File: src/rtl/vga_timing_gen.sv
// vga_timing_gen
// Free-running raster timing generator. It runs a horizontal pixel counter and
// a vertical line counter, and it produces blanking and sync flags that line
// up with the counts. It also produces a start-of-frame pulse and a
// completed-frame counter.
//
// Ports
//   clk          in   pixel clock. All logic runs on the rising edge.
//   rst          in   synchronous reset, active low.
//   hcount[10:0] out  pixel index within the line, 0..HOR_TOTAL-1.
//   hsync        out  horizontal sync, active high.
//   hblnk        out  horizontal blanking.
//   vcount[10:0] out  line index within the frame, 0..VER_TOTAL-1.
//   vsync        out  vertical sync, active high.
//   vblnk        out  vertical blanking.
//   frame_start  out  one-cycle pulse while pixel (0,0) is presented.
//   frame_cnt    out  number of frames completed since reset. Wraps at 16 bits.
// The hcount/hsync/hblnk/vcount/vsync/vblnk signals together form the timing
// bundle that feeds the draw chain.
module vga_timing_gen #(
  parameter int HOR_TOTAL       = 1056,
  parameter int HOR_BLANK_START = 800,
  parameter int HOR_SYNC_START  = 840,
  parameter int HOR_SYNC_END    = 968,
  parameter int VER_TOTAL       = 628,
  parameter int VER_BLANK_START = 600,
  parameter int VER_SYNC_START  = 601,
  parameter int VER_SYNC_END    = 605
) (
  input  logic        clk,
  input  logic        rst,
  output logic [10:0] hcount,
  output logic        hsync,
  output logic        hblnk,
  output logic [10:0] vcount,
  output logic        vsync,
  output logic        vblnk,
  output logic        frame_start,
  output logic [15:0] frame_cnt
);

  // The comparisons use 12 bits so that a sync end equal to 2048 still works.
  localparam logic [11:0] H_LAST   = 12'(HOR_TOTAL - 1);
  localparam logic [11:0] H_BLANK  = 12'(HOR_BLANK_START);
  localparam logic [11:0] H_SYNC_S = 12'(HOR_SYNC_START);
  localparam logic [11:0] H_SYNC_E = 12'(HOR_SYNC_END);
  localparam logic [11:0] V_LAST   = 12'(VER_TOTAL - 1);
  localparam logic [11:0] V_BLANK  = 12'(VER_BLANK_START);
  localparam logic [11:0] V_SYNC_S = 12'(VER_SYNC_START);
  localparam logic [11:0] V_SYNC_E = 12'(VER_SYNC_END);

  logic        h_wrap;
  logic        v_wrap;
  logic [10:0] h_next;
  logic [10:0] v_next;
  logic [11:0] h_next_w;
  logic [11:0] v_next_w;

  always_comb begin
    h_wrap = ({1'b0, hcount} == H_LAST);
    v_wrap = ({1'b0, vcount} == V_LAST);
    h_next = h_wrap ? '0 : hcount + 11'd1;
    v_next = vcount;
    if (h_wrap) begin
      v_next = v_wrap ? '0 : vcount + 11'd1;
    end
    h_next_w = {1'b0, h_next};
    v_next_w = {1'b0, v_next};
  end

  // The flags are decoded from the next counter values. As a result, each flag
  // is registered at the same edge as the count it describes.
  always_ff @(posedge clk) begin
    if (!rst) begin
      hcount      <= '0;
      vcount      <= '0;
      hsync       <= 1'b0;
      hblnk       <= 1'b0;
      vsync       <= 1'b0;
      vblnk       <= 1'b0;
      frame_start <= 1'b0;
      frame_cnt   <= '0;
    end else begin
      hcount      <= h_next;
      vcount      <= v_next;
      hblnk       <= (h_next_w >= H_BLANK);
      hsync       <= (h_next_w >= H_SYNC_S) && (h_next_w < H_SYNC_E);
      vblnk       <= (v_next_w >= V_BLANK);
      vsync       <= (v_next_w >= V_SYNC_S) && (v_next_w < V_SYNC_E);
      frame_start <= h_wrap && v_wrap;
      if (h_wrap && v_wrap) begin
        frame_cnt <= frame_cnt + 16'd1;
      end
    end
  end

endmodule

File: config.mk
export PLATFORM = sky130hd
export DESIGN_NAME = vga_timing_gen
export DESIGN_NICKNAME = d
export VERILOG_FILES = /design/src/rtl/vga_timing_gen.sv
export SDC_FILE = /design/constraint.sdc
export NUM_CORES = 1
export LEC_CHECK = 0
export CAP_MARGIN = 10
export CORE_ASPECT_RATIO = 1.5
export CORE_MARGIN = 10
export CORE_UTILIZATION = 51
export CTS_CLUSTER_SIZE = 14
export DETAILED_ROUTE_END_ITERATION = 8
export PLACE_DENSITY = 0.79
export SYNTH_ARGS = -nofsm -noshare
export SYNTH_HDL_FRONTEND = slang
export SYNTH_SLANG_ARGS = --single-unit
File: constraint.sdc
create_clock -name clk -period 3 [get_ports clk]
set_input_delay 0.3 -clock clk [delete_from_list [all_inputs] [get_ports clk]]
set_output_delay 0.3 -clock clk [all_outputs]
set_load 0.005 [all_outputs]
==> results.cfg, run 1 <==
[finish]
multi_input_area_mm2 = 0.00131
fin_cells = 365
syn2layout_area_growth_pct = 23.4
fillers = 405
drive_gt1_share_pct = 5.96
regArea_um2 = 861
final_nets = 323
diodes = 0

[floorplan]
ios = 45
dieWidth_um = 74.7
core.rowCount = 29
die_area_mm2 = 0.00761
core_area_mm2 = 0.00428
start_util_pct = 53.4
dieHeight_um = 102

[clocking]
path_clk_slew_ns = 0.07
cts.sinks = 43
postCtsHoldBufs = 0
cts_max_level = 2
post-cts-setup-buffers = 0
insertion_delay_ns = 0.29
cts_root_buffer = clkbuf_8
cts_resized = 0
clk_path_buf_depth = 2
cts_made_buffers = 5
tritoncts = yes

[sta]
fin_crit_ns = 2.63
max_freq_ghz = 0.380
post-route-period-util_pct = 87.6
skew_ns = 0.00770
worstMarginPinSlew_ns = 0.619
finalSetupViolCount = 0
finalHoldViolations = 0
slew_violations = 0
rsz0062_at_grt = no
setup_tns_ns = 0
maxSlewHeadroom_pct = 57.7

[power]
p_per_area_mw_per_mm2 = 346
p_leak_nw = 0.944
ir_drop_v = 0.000252

[yosys]
synth.area.top_cells = dfxtp_1 (38%), nor2_1 (6.1%), xnor2_1 (4.6%), nand3_1 (3.5%), xor2_1 (3.5%)
yosys.area_share.adder_pct = 1.64
yosys.area_share.simple_pct = 31.4
synth-compound-area-share_pct = 15.4
synthXorXnorAreaFrac_pct = 8.05
synthArstFlopShare_pct = 0
ys.warnings.count = 0
yosys_register_bits = 43
synth.area.mux_share_pct = 0.876
avgSynthCellArea_um2 = 8.16
synth_top_area_share_pct = 37.7
synth_cells = 280
ys.flop_type = dfxtp_1
synthesis.nets = 285
synth_edf_count = 0
ys_seq_area_share_pct = 37.7
synth_top_family_by_area = simple AND/OR/NAND/NOR gates
synth.cell_area_mm2 = 0.00228
synthDistinctLibCells = 53
yosysTopAreaCell = dfxtp_1

[placed_design]
port_buffers = 44
dpl.hpwl_mm = 4.15
place_congestion = 0.909
dp.cells = 357

[critical_path]
cp-start-kind = register
critical_path_arrival_ns = 2.86
cp-end-kind = register
crit_fanout = 15
critPathLaunch = hcount[0]$_SDFF_PN0_
path_class = register to register
worstReg2RegStart = hcount[0]$_SDFF_PN0_
worstPathRequired_ns = 3.24

[detailed_routing]
drtPass1Iterations = 4
drc = 0
final_antenna_net_count = 0
routed_via_density = 5.90
drtIter0Drc = 114
vias = 2154
routed_wl_mm = 5.65
wire_per_inst_um = 15.5

[grt]
grtUsageMet3_pct = 4.66
grt_pass1_vias = 2076
grt_most_used_layer = met2
overflow = 0
grtUsageMet2_pct = 26.1
track_usage_pct = 15.0
grt_max_degree = 18
grtUsageMet1_pct = 15.7
grt_pass1_wl_mm = 9.18
grt_antenna_before_repair = 0

[hold_path]
min_path_type = register to register
min_from = hcount[0]$_SDFF_PN0_

[outcome]
outcome = completed

[run]
drv_cap = 0
-- per-layer routing --
layer	share of wire (%)	wire length, um	vias up
met2	50	2840	67
met3	6.9	391	10
met1	41	2290	1006
met5	0	0	-
li1	-	-	1071
met4	2.2	124	0
-- power by group --
group          internal, mW  leakage [nW]  switching [mW]
Sequential            0.576         0.347          0.0103
Combinational        0.0220         0.555          0.0236
Clock                 0.163        0.0422           0.180
Total                 0.762         0.944           0.214
-- stage by stage --
stage / cell area, um2 / utilization [%] / hold WS [ns] / power (mW) / setup WS [ns]
after detailed placement: 2740 / 64.0 / 0.489 / 0.645 / 0.441
after global routing: 2820 / 65.9 / 0.544 / 1.02 / 0.163
after global placement: 2740 / 64.0 / 0.468 / 0.644 / 0.530
after floorplan: 2280 / - / 0.467 / 0.622 / 0.713
after CTS: 2820 / 65.9 / 0.509 / 0.986 / 0.407
final: 2820 / 65.9 / 0.503 / 0.976 / 0.371
-- cells in the final DEF, fill, tap and decap left out, types with 2 or more instances in the layout --
cell type | synthesis | routed
a21oi_1 | 14 | 14
and4_1 | 2 | 2
a2111oi_0 | 2 | 2
clkbuf_1 | 11 | 2
a211oi_1 | 3 | 3
o31ai_1 | 2 | 2
or4_1 | 2 | 2
xnor2_1 | 12 | 12
nor2_1 | 37 | 37
nor3_2 | 2 | 2
ha_1 | 3 | 3
o21ai_0 | 12 | 12
nor3_1 | 9 | 9
xor2_1 | 9 | 9
nand4_1 | 9 | 9
or2_2 | 2 | 2
inv_1 | 8 | 8
and3_1 | 7 | 7
and2_1 | 8 | 8
nand2_1 | 19 | 19
clkbuf_8 | 0 | 5
mux2i_1 | 2 | 2
nor4b_1 | 3 | 3
o21a_1 | 4 | 4
a31oi_1 | 3 | 3
dfxtp_1 | 43 | 43
or3_1 | 6 | 6
clkdlybuf4s50_1 | 0 | 44
nand3_1 | 16 | 16
buf_4 | 0 | 5
-- worst max-delay path, stage by stage (launching register included) --
cell and delay (ns):
dfxtp_1 0.42, ha_1 0.30, and4_1 0.39, and4_1 0.55, nand3_1 0.17, a221o_1 0.35, a211oi_1 0.27, a211o_1 0.13
-- cell families (layout without fill, tap and decap cells) --
group | count (synthesis) | after routing
XOR/XNOR | 21 | 21
buffers and inverters | 26 | 65
AO/OA/AOI/OAI | 54 | 54
adder cells (fa/ha/maj) | 3 | 3
AND/OR/NAND/NOR | 131 | 131
multiplexers | 2 | 2
flip-flops | 43 | 43
-- path summary, 6_finish.rpt --
path,endpoint,slack [ns],depth (start not counted)
min reg2reg,hcount[0]$_SDFF_PN0_,0.50,1
max,vblnk$_SDFF_PN0_,0.37,7
max reg2reg,vblnk$_SDFF_PN0_,0.37,7
min,hcount[0]$_SDFF_PN0_,0.50,1
-- area by class of cell --
| type | instances | share of cell area, % |
|---|---|---|
| flip-flops and latches | 43 | 30.5 |
| repair buffers | 49 | 16.9 |
| well taps | 46 | 2.04 |
| clock buffers | 7 | 2.71 |
| inverters | 8 | 1.06 |
| clock inverters | 1 | 0.177 |
| multi-input cells | 211 | 46.5 |
-- cell usage after synthesis (2+ instances only) --
master,number
ha_1,3
and3_1,7
or2_2,2
o31ai_1,2
nor4b_1,3
mux2i_1,2
a211oi_1,3
or4_1,2
nor3_2,2
nor2_1,37
buf_2,5
and4_1,2
a21oi_1,14
o21ai_0,12
and2_1,8
nand3_1,16
nor3_1,9
o21a_1,4
xnor2_1,12
inv_1,8
nand4_1,9
nand2_1,19
or3_1,6
clkbuf_1,11
a2111oi_0,2
dfxtp_1,43
xor2_1,9
a31oi_1,3
-- flip-flops by register name, summed over array words and instances (netlist names) --
name / count
hblnk: 1
hcount: 11
vcount: 11
vblnk: 1
frame_cnt: 16
frame_start: 1
hsync: 1
vsync: 1
Note: power is estimated with default switching activity, not from simulation.
==> run 2: changes to the inputs <==
--- a/config.mk
+++ b/config.mk
@@ -5,13 +5,14 @@
 export SDC_FILE = /design/constraint.sdc
 export NUM_CORES = 1
 export LEC_CHECK = 0
+export ABC_AREA = 1
 export CAP_MARGIN = 10
 export CORE_ASPECT_RATIO = 1.5
 export CORE_MARGIN = 10
-export CORE_UTILIZATION = 51
+export CORE_UTILIZATION = 53
 export CTS_CLUSTER_SIZE = 14
 export DETAILED_ROUTE_END_ITERATION = 8
-export PLACE_DENSITY = 0.79
+export PLACE_DENSITY = 0.8
 export SYNTH_ARGS = -nofsm -noshare
 export SYNTH_HDL_FRONTEND = slang
 export SYNTH_SLANG_ARGS = --single-unit
==> run 2 against run 1 <==
  * Total power up 1.7%
  * Sequential power down 2%
  * Fmax up 31%
  * Utilization up 2.3 points
  * Critical endpoint is now frame_cnt[10]$_SDFFE_PN0P_
  * Largest power group unchanged
==> results.cfg, run 2 <==
[grt]
grt_max_degree = 31
overflow = 0
track_usage_pct = 15.1
grt_pass1_wl_mm = 10.4
grt_antenna_before_repair = 0
grt_pass1_vias = 2419

[finish]
fillers = 383
multi_input_area_mm2 = 0.00140
top_register = frame_cnt
syn2layout_area_growth_pct = 23.7
layout_common_cells = nand2_1 (86), nor2_1 (58), inv_1 (52)
layout_commonest_cell = nand2_1
diodes = 0
largest_register_ffs = 16
final_nets = 422
fin_cells = 482
drive_gt1_share_pct = 11.7
regArea_um2 = 861
reg_top3 = frame_cnt (16), hcount (11), vcount (11)

[critical_path]
crit_fanout = 9
cp-start-kind = register
worstPathRequired_ns = 3.20
critical_path_arrival_ns = 2.20
reg2regPathDepth = 9
cp-end-kind = register
path_class = register to register

[floorplan]
ios = 45
core.rowCount = 30
dieWidth_um = 76.1
start_util_pct = 55.1
die_area_mm2 = 0.00793
dieHeight_um = 104
core_area_mm2 = 0.00454

[detailed_routing]
final_antenna_net_count = 0
vias = 2469
drtIter0Drc = 163
wire_per_inst_um = 12.7
routed_wl_mm = 6.11
routed_via_density = 5.12
drc = 0
drtPass1Iterations = 4

[yosys]
synth.area.mux_share_pct = 0
synthDistinctLibCells = 39
yosysMostFrequentCell = nand2_1
synth_cells = 371
ys.flop_type = dfxtp_1
yosys.area_share.simple_pct = 43.2
yosys-top-cells-count = nand2_1 (86), nor2_1 (58), inv_1 (52)
synth_edf_count = 0
synthXorXnorAreaFrac_pct = 2.10
synth-compound-area-share_pct = 9.05
synthArstFlopShare_pct = 0
avgSynthCellArea_um2 = 6.75
yosysTopAreaCell = dfxtp_1
yosys_register_bits = 43
yosys.area_share.adder_pct = 1.50
synthesis.nets = 376
ys.warnings.count = 0
synth_top_family_by_area = simple AND/OR/NAND/NOR gates
synth.cell_area_mm2 = 0.00250
synth_top_area_share_pct = 34.4
ys_seq_area_share_pct = 34.4
synth.area.top_cells = dfxtp_1 (34%), nand2_1 (13%), nor2_1 (8.7%), inv_1 (7.8%), nand3_1 (5.0%)

[clocking]
cts_max_level = 2
tritoncts = yes
cts_root_buffer = clkbuf_8
cts.sinks = 43
postCtsHoldBufs = 0
insertion_delay_ns = 0.29
cts_made_buffers = 5
post-cts-setup-buffers = 0
path_clk_slew_ns = 0.09
cts_resized = 0
clk_path_buf_depth = 2

[sta]
slew_violations = 0
setup_tns_ns = 0
max_freq_ghz = 0.499
worstMarginPinSlew_ns = 0.901
whs_ns = 0.502
post-route-period-util_pct = 66.8
skew_ns = 0.0119
maxSlewHeadroom_pct = 39.9
rsz0062_at_grt = no
finalSetupViolCount = 0
finalHoldViolations = 0
fin_crit_ns = 2.00

[power]
p_leak_nw = 1.30
p_per_area_mw_per_mm2 = 320
total_power_uw = 992
ir_drop_v = 0.000326

[placed_design]
port_buffers = 44
dp.cells = 474
place_congestion = 0.888
dpl.hpwl_mm = 4.74

[run]
drv_cap = 0

[hold_path]
holdPathStages = 1
min_path_type = register to register

[outcome]
outcome = completed
==> run 2: cell type report <==
cell class	instances	area share, %
multi-input cells	265	45.1
clock buffers	6	2.67
well taps	64	2.59
repair buffers	44	14.2
inverters	58	7.03
clock inverters	2	0.525
flip-flops and latches	43	27.8
==> run 2: critical path, cell delays in order, from the launching register on <==
cell     delay [ns]
dfxtp_1        0.46
ha_1           0.27
nand3_2        0.11
inv_2          0.08
nand3_4        0.14
nor2_2         0.18
nand4_2        0.15
nor2_1         0.27
a21oi_1        0.11
o21a_1         0.14
==> run 2: kinds of logic (layout without fill, tap and decap cells) <==
kind of cell / after synthesis / count (layout)
compound gates: 39 / 39
xor+xnor: 6 / 6
fa+ha+maj: 3 / 3
buf+inv: 63 / 110
flops: 43 / 43
simple gates: 217 / 217
==> run 2: where the power goes <==
part           switching, mW  total (mW)  internal (mW)
sequential           0.00304       0.577          0.574
clock                  0.201       0.389          0.188
combinational         0.0154      0.0266         0.0111
total                  0.219       0.992          0.773
==> run 2: per-stage QoR <==
stage / utilization [%] / cell area (um2) / setup slack, ns
6_report: 68.2 / 3100 / 0.997
5_1_grt: 68.2 / 3100 / 0.755
4_1_cts: 68.2 / 3100 / 1.00
3_5_place_dp: 66.0 / 3000 / 0.918
3_3_place_gp: 66.0 / 3000 / 0.955
2_1_floorplan: - / 2500 / 1.24
==> run 2: path summary, 6_finish.rpt <==
| check | start | to | slack (ns) |
|---|---|---|---|
| max reg2reg | vcount[0]$_SDFF_PN0_ | frame_cnt[10]$_SDFFE_PN0P_ | 1.0 |
| min | hcount[0]$_SDFF_PN0_ | hcount[0]$_SDFF_PN0_ | 0.50 |
| min reg2reg | hcount[0]$_SDFF_PN0_ | hcount[0]$_SDFF_PN0_ | 0.50 |
| max | vcount[0]$_SDFF_PN0_ | frame_cnt[10]$_SDFFE_PN0P_ | 1.0 |
==> run 2: metal layers <==
layer  vias to the layer above  routed length (um)  global-route usage (%)
met2                        54                3250                    28.4
met3                        10                 310                    4.07
li1                       1261                   -                       -
met1                      1144                2460                    15.3
met4                         0                  91                    5.33
met5                         -                   0                       0
==> run 3: changes to the inputs <==
==> constraint.sdc (replaced) <==
create_clock -name clk -period 2 [get_ports clk]
set_input_delay 0.2 -clock clk [delete_from_list [all_inputs] [get_ports clk]]
set_output_delay 0.2 -clock clk [all_outputs]
set_load 0.005 [all_outputs]
==> run 3 against run 2 <==
  * Register-to-register slack got worse by 0.89 ns
  * Fmax increased by 6.0%
  * Utilization rose by 3.6 points
  * Count of clock-buffer cells in the layout stayed put
  * Largest cell class unchanged
  * Largest power group unchanged
==> results.cfg, run 3 (synthesized netlist as in run 2, its figures left out) <==
[outcome]
outcome = completed

[floorplan]
dieWidth_um = 76.1
core.rowCount = 30
core_area_mm2 = 0.00454
ios = 45
start_util_pct = 55.1
die_area_mm2 = 0.00793
dieHeight_um = 104

[power]
p_per_area_mw_per_mm2 = 501
internal_power_mw = 1.29
pwr-share-comb_pct = 3.1
swShare_pct = 21.0
p_leak_nw = 1.39
seqPwrFrac_pct = 53.1
clkPwrFrac_pct = 43.8
ir_drop_v = 0.000526
switchingPower_uw = 344

[placed_design]
port_buffers = 44
placed_area_mm2 = 0.00305
dpl.hpwl_mm = 4.91
place_congestion = 0.894

[finish]
utilization_pct = 71.7
reg_top3 = frame_cnt (16), hcount (11), vcount (11)
layout_commonest_cell = nand2_1
largest_register_ffs = 16
top_register = frame_cnt
final_nets = 431
syn2layout_area_growth_pct = 30.2
multi_input_area_mm2 = 0.00147
diodes = 0
drive_gt1_share_pct = 16.4
postLayoutCellArea_mm2 = 0.00326
layout_common_cells = nand2_1 (86), nor2_1 (53), inv_1 (51)
fillers = 365
regArea_um2 = 863

[sta]
maxSlewHeadroom_pct = 77.5
post-route-period-util_pct = 94.5
whs_ns = 0.496
worstMarginPinSlew_ns = 0.337
skew_ns = 0.00767
slew_violations = 0
fin_crit_ns = 1.89
max_freq_ghz = 0.529
finalHoldViolations = 0
finalSetupViolCount = 0

[clocking]
clk_path_buf_depth = 2
postCtsHoldBufs = 0
cts.sinks = 43
insertion_delay_ns = 0.29
path_clk_slew_ns = 0.09
cts_root_buffer = clkbuf_8
cts_made_buffers = 5
cts_max_level = 2
tritoncts = yes

[critical_path]
crit_fanout = 9
crit_end = frame_cnt[11]$_SDFFE_PN0P_
critPathLaunch = vcount[0]$_SDFF_PN0_
worstReg2RegStart = vcount[0]$_SDFF_PN0_
cp-end-kind = register
cp-start-kind = register
rrSetupSlack_ns = 0.11
critical_path_arrival_ns = 2.08
timing.rr.end = frame_cnt[11]$_SDFFE_PN0P_
worstPathRequired_ns = 2.19
reg2regPathDepth = 9
path_class = register to register

[detailed_routing]
wire_per_inst_um = 13.1
routed_wl_mm = 6.45
drtIter0Drc = 237
final_antenna_net_count = 0
drtPass1Iterations = 5
vias = 2496
routed_via_density = 5.08
drc = 0

[grt]
grt_pass1_wl_mm = 10.7
overflow = 0
track_usage_pct = 15.8
grt_max_degree = 31
grt_antenna_before_repair = 0
grt_pass1_vias = 2382

[run]
drv_cap = 0

[hold_path]
min_from = frame_cnt[6]$_SDFFE_PN0P_
min_path_type = register to register
holdPathStages = 2
## run 3: changes by cell type in the layout (fill, tap and decap cells not counted), sizes merged
cell and delta:
buf +9, bufinv +1, clkinvlp -1
## run 3: critical path, stage by stage, from the launching register on
cell	delay [ns]
dfxtp_1	0.39
ha_4	0.18
nand3_2	0.09
inv_2	0.08
nand3_4	0.14
nor2_4	0.19
nand3_2	0.13
nor4_4	0.36
nand2_1	0.07
and3_1	0.17
## run 3: how the worst min path moves through the flow
stage | end | slack [ns]
after detailed placement | frame_cnt[6]$_SDFFE_PN0P_ | 0.49
after CTS | frame_cnt[6]$_SDFFE_PN0P_ | 0.50
after floorplan | frame_cnt[3]$_SDFFE_PN0P_ | 0.34
final | frame_cnt[6]$_SDFFE_PN0P_ | 0.50
after global placement | frame_cnt[6]$_SDFFE_PN0P_ | 0.47
after global routing | frame_cnt[6]$_SDFFE_PN0P_ | 0.52
## run 3: repair_timing
| item | in CTS | in global routing |
|---|---|---|
| resized for setup | 1 | 17 |
| pin swaps | 0 | 8 |
| buffers inserted | 0 | 2 |
| endpoints found under the setup margin | 1 | 12 |
## run 3: metal layers
metal  global-route usage (%)  wire length [um]  vias up
li1                         -                 -     1280
met1                     16.7              2590     1137
met2                     27.7              3340       66
met3                     5.02               391       13
met4                     6.80               123        0
met5                        0                 0        -
## run 3: metrics by stage
| stage | setup TNS (ns) | setup WS [ns] | cells | total power [mW] |
|---|---|---|---|---|
| 5_1_grt | -0.0342 | -0.0175 | 491 | 1.67 |
| 2_1_floorplan | 0 | 0.239 | 371 | 0.908 |
| 3_3_place_gp | 0 | 0.0852 | 481 | 0.931 |
| 3_5_place_dp | 0 | 0.0245 | 481 | 0.932 |
| 4_1_cts | 0 | 0.0386 | 489 | 1.64 |
| 6_report | 0 | 0.110 | 491 | 1.63 |
## run 3: power by group through the flow
stage	Combinational, mW	Sequential, mW	Clock, mW
final	0.0500	0.867	0.715
after global routing	0.0563	0.868	0.745
after CTS	0.0478	0.864	0.724
after detailed placement	0.0477	0.885	0
after global placement	0.0471	0.884	0
after floorplan	0.0230	0.885	0
## run 3: area by class of cell
type / count / share of cell area (%)
clock buffers: 6 / 2.53
clock inverters: 2 / 1.08
inverters: 58 / 6.68
multi-input cells: 265 / 45.2
flip-flops and latches: 43 / 26.5
well taps: 64 / 2.46
repair buffers: 53 / 15.6
